--- config.mk ---
export PLATFORM = sky130hd
export DESIGN_NAME = shift_reg_univ_sync
export DESIGN_NICKNAME = d
export VERILOG_FILES = /design/src/rtl/shift_reg_univ_sync.sv
export SDC_FILE = /design/constraint.sdc
export NUM_CORES = 1
export LEC_CHECK = 0
export BUFFER_PORTS_ARGS = -buffer_cell sky130_fd_sc_hd__buf_2
export CAP_MARGIN = 20
export CELL_PAD_IN_SITES_DETAIL_PLACEMENT = 0
export CELL_PAD_IN_SITES_GLOBAL_PLACEMENT = 1
export CORE_UTILIZATION = 25
export CTS_CLUSTER_SIZE = 10
export DETAILED_ROUTE_END_ITERATION = 8
export GPL_TIMING_DRIVEN = 0
export MAX_ROUTING_LAYER = met4
export PLACE_DENSITY_LB_ADDON = 0.08
export SYNTH_ARGS = -nofsm -noshare
export SYNTH_HDL_FRONTEND = slang
export SYNTH_SLANG_ARGS = --single-unit
--- constraint.sdc ---
create_clock -name clk -period 2 [get_ports clk]
set_clock_uncertainty 0.1 [all_clocks]
set_input_delay 0.2 -clock clk [delete_from_list [all_inputs] [get_ports clk]]
set_output_delay 0.2 -clock clk [all_outputs]
set_load 0.1 [all_outputs]
--- src/rtl/shift_reg_univ_sync.sv ---
// Universal shift register with single-step load/shift/rotate and a
// multi-cycle shift-by-N run reported through a busy/done handshake.
module shift_reg_univ_sync #(
   parameter int             WIDTH     = 8,
   parameter logic [WIDTH-1:0] RESET_VAL = {WIDTH{1'b0}},
   parameter logic [WIDTH-1:0] SET_VAL   = {WIDTH{1'b1}},
   localparam int            AMT_W     = $clog2(WIDTH) + 1
) (
   input  logic             clk,
   input  logic             reset,
   input  logic             set,
   input  logic             en,
   input  logic             start,
   input  logic [2:0]       mode,
   input  logic [AMT_W-1:0] amt,
   input  logic [WIDTH-1:0] d,
   input  logic             sin,
   output logic [WIDTH-1:0] q,
   output logic             sout,
   output logic             busy,
   output logic             done
);

   typedef enum logic {IDLE, RUN} state_t;

   localparam logic [2:0] M_LOAD = 3'b001;
   localparam logic [2:0] M_SHL  = 3'b010;
   localparam logic [2:0] M_SHR  = 3'b011;
   localparam logic [2:0] M_ROTL = 3'b100;
   localparam logic [2:0] M_ROTR = 3'b101;
   localparam logic [2:0] M_ASR  = 3'b110;

   state_t           state_q;
   logic [2:0]       mode_q;
   logic [AMT_W-1:0] cnt_q;
   logic [WIDTH-1:0] q_q;
   logic             done_q;
   logic [2:0]       sout_mode;

   function automatic logic [WIDTH-1:0] shift_op(input logic [2:0]       m,
                                                 input logic [WIDTH-1:0] v,
                                                 input logic             s_in,
                                                 input logic [WIDTH-1:0] ld);
      logic [WIDTH-1:0] r;
      case (m)
         M_LOAD:  r = ld;
         M_SHL:   r = {v[WIDTH-2:0], s_in};
         M_SHR:   r = {s_in, v[WIDTH-1:1]};
         M_ROTL:  r = {v[WIDTH-2:0], v[WIDTH-1]};
         M_ROTR:  r = {v[0], v[WIDTH-1:1]};
         M_ASR:   r = {v[WIDTH-1], v[WIDTH-1:1]};
         default: r = v;
      endcase
      return r;
   endfunction

   function automatic logic is_shift(input logic [2:0] m);
      return (m >= M_SHL) && (m <= M_ASR);
   endfunction

   always_ff @(posedge clk) begin
      if (reset) begin
         state_q <= IDLE;
         mode_q  <= 3'b000;
         cnt_q   <= '0;
         q_q     <= RESET_VAL;
         done_q  <= 1'b0;
      end else if (set) begin
         state_q <= IDLE;
         cnt_q   <= '0;
         q_q     <= SET_VAL;
         done_q  <= 1'b0;
      end else begin
         done_q <= 1'b0;
         case (state_q)
            RUN: begin
               q_q   <= shift_op(mode_q, q_q, sin, d);
               cnt_q <= cnt_q - AMT_W'(1);
               if (cnt_q == AMT_W'(1)) begin
                  state_q <= IDLE;
                  done_q  <= 1'b1;
               end
            end
            default: begin
               if (start) begin
                  if (is_shift(mode)) begin
                     // A zero-length run completes immediately without going busy
                     if (amt != '0) begin
                        mode_q  <= mode;
                        cnt_q   <= amt;
                        state_q <= RUN;
                     end else begin
                        done_q <= 1'b1;
                     end
                  end else begin
                     q_q <= shift_op(mode, q_q, sin, d);
                  end
               end else if (en) begin
                  q_q <= shift_op(mode, q_q, sin, d);
               end
            end
         endcase
      end
   end

   assign sout_mode = (state_q == RUN) ? mode_q : mode;
   assign sout      = (sout_mode == M_SHL || sout_mode == M_ROTL) ? q_q[WIDTH-1] : q_q[0];
   assign q         = q_q;
   assign busy      = (state_q == RUN);
   assign done      = done_q;

endmodule
==> results.sh <==
export IMPL_status="finished, final reports clean"
export IMPL_fin_crit_ns=1.927
export IMPL_die_w_um=85.17
export IMPL_dp_hpwl_um=4574
export IMPL_rows=29
export IMPL_cts_root_buf="clkbuf_8"
export IMPL_ios=32
export IMPL_clock_sinks=17
export IMPL_endpoint="sout"
export IMPL_slowest_stage="dfxtp_1"
export IMPL_track_usage=0.1800
export IMPL_mostFrequentLayoutCells="buf_2 (36), o21ai_0 (14), dfxtp_1 (13)"
export IMPL_maxSlewViolCount=0
export IMPL_initial_core_util=0.2662
export IMPL_path_common_cell="buf_4"
export IMPL_clk_path_buf_depth=2
export IMPL_rrSetupSlack_ns=0.13
export IMPL_post_route_period_util=0.9635
export IMPL_die_h_um=85.17
export IMPL_ant_nets=0
export IMPL_syn_inst=213
export IMPL_drt_iter0_drc=151
export IMPL_ys_warn_count=0
export IMPL_fmax_ghz=0.5190
export IMPL_layoutNonFillerInstCount=324
export IMPL_grt_overflow_total=0
export IMPL_syn_nets=236
export IMPL_area_delta_synth_final_pct=20.98
export IMPL_p_leak_nw=0.8083
export IMPL_r2r_end="mode_q[1]"
export IMPL_cp_max_fo=10
export IMPL_hp_start="reset"
export IMPL_drt_total_wl_um=6151
export IMPL_rsz0062_at_grt="no"
export IMPL_hold_class="primary input to register"
export IMPL_antenna_cells=0
export IMPL_grt_pass1_vias=1836
export IMPL_cp_num_buf_inv=4
export IMPL_clk_latency_ns=0.27
export IMPL_reg2reg_depth=5
export IMPL_path_depth=7
export IMPL_crit_chain="buf_4 -> buf_4 -> inv_1 -> nand3_1 -> a21oi_1 -> a31o_2 -> buf_8"
export IMPL_drtPass1Iterations=4
export IMPL_ys_ff_latch=17
export IMPL_ir_drop_v=0.0001886
export IMPL_critPathLaunch="mode_q[0]"
export IMPL_grt_antenna_before_repair=0
export IMPL_vias=1854
export IMPL_tritoncts="built"
export IMPL_core_um2=6495
export IMPL_wire_per_inst_um=18.98
export IMPL_worstMarginPinSlew_ns=0.5803
export IMPL_ys_seq_area_frac=0.1968
export IMPL_ys_types=55
export IMPL_fin_nets=271
export IMPL_maxCapViolCount=0
export IMPL_synth_ff_type="dfxtp_1"
export IMPL_synth_area_per_cell_um2=8.118
export IMPL_tns_ns=0
export IMPL_htreeDepth=1
export IMPL_worstPathArrival_ns=1.63
export IMPL_hold_ws_ns=0.1232
export IMPL_r2r_start="busy"
export IMPL_finalHoldViolCount=0
export IMPL_slowest_delay_ns=0.31
export IMPL_viasPerCell=5.722
export IMPL_drc=0
export IMPL_portBuffers=31
export IMPL_die_area_um2=7253
export IMPL_cp_end_kind="primary output"
export IMPL_setup_viol=0
export IMPL_path_clk_slew_ns=0.09
export IMPL_async_flop_share=0
export IMPL_crit_family="buffers and inverters"
export IMPL_dp_cells=321
export IMPL_hold_buffers=0
export IMPL_layout_drive_gt1_share=0.2996
export IMPL_cts_buffers=3
export IMPL_relSlewSlack=0.6118
export IMPL_power_density_nw_per_um2=597.7
export IMPL_syn_area_um2=1729
export IMPL_critPathLaunchType="register"
export IMPL_gp_congestion=0.7820
export IMPL_grt_max_degree=15
export IMPL_required_ns=1.70
export IMPL_synth_edf_count=0
export IMPL_path_class="register to primary output"
export IMPL_grt_pass1_wl_um=9998
export IMPL_layout_commonest_cell="buf_2"
-- sequential cells by signal (all words and copies together), names as in the netlist --
register and count:
mode_q 3, busy 1, q 8, cnt_q 4
done 1
-- routing by layer --
layer,wire length (um),share of wire,vias to the layer above,global-route usage
met2,2599,0.42,61,0.2639
met3,380,0.062,7,0.03307
met5,0,0,-,-
li1,-,-,907,-
met1,3109,0.51,879,0.2568
met4,61,0.0099,0,0.03544
-- synthesized netlist by cell type (all sizes together), types with 4 or more instances --
master,n,share of area
dfxtp,17,0.20
buf,16,0.063
o21ai,15,0.043
a221oi,11,0.056
inv,11,0.024
a21oi,10,0.029
a31oi,10,0.045
nand2,10,0.022
mux2i,9,0.052
nor2,9,0.020
mux2,8,0.052
a32o,7,0.041
nand3,7,0.020
o211ai,7,0.030
a21o,4,0.017
and3,4,0.014
nor3,4,0.014
nor4,4,0.032
-- what timing repair did --
item                       CTS  global route
pin swaps                    0             1
setup buffers                0             1
setup endpoints to repair    1             3
resized for setup            7             5
-- where the power goes --
group	leakage, nW	switching (mW)	internal, mW
clock	0.0217	0.144	0.141
combinational	0.645	0.374	0.173
sequential	0.141	0.0518	0.367
total	0.808	0.570	0.680
-- final cells by class --
| class | instances | area (um2) |
|---|---|---|
| Fill cell | 705 | 4403 |
| Inverter | 13 | 48.80 |
| Sequential cell | 17 | 345.3 |
| Tap cell | 77 | 96.34 |
| Multi-Input combinational cell | 165 | 1267 |
| Timing Repair Buffer | 32 | 172.7 |
| Clock buffer | 3 | 41.29 |
| Clock inverter | 1 | 7.507 |
| Buffer | 16 | 112.6 |
-- per-stage QoR --
stage                     area [um2]  setup WS [ns]  utilization  power [mW]
after global placement          1984        -0.2930       0.3055      0.9585
final                           2092        0.07309       0.3221       1.250
after global routing            2092       0.002766       0.3221       1.317
after detailed placement        1984        -0.2523       0.3055      0.9532
after floorplan                 1733        0.04391            -      0.8125
after CTS                       2063        0.01208       0.3177       1.248
-- cell families after synthesis --
kind of cell	count (synthesis)	synth area share
muxes	17	0.1042
adders and majority gates	2	0.01447
AOI/OAI and AO/OA	84	0.3633
xor gates and xnor gates	4	0.02026
DFF	17	0.1968
buffers and inverters	31	0.09551
and+or+nand+nor	58	0.2055
-- worst min-delay path by stage --
stage / to / cells after the start
final: mode_q[1] / 2
after global routing: mode_q[1] / 2
after CTS: mode_q[1] / 2
after detailed placement: cnt_q[2] / 2
after global placement: cnt_q[2] / 2
after floorplan: mode_q[0] / 1
(Power assumes the default switching activity.)
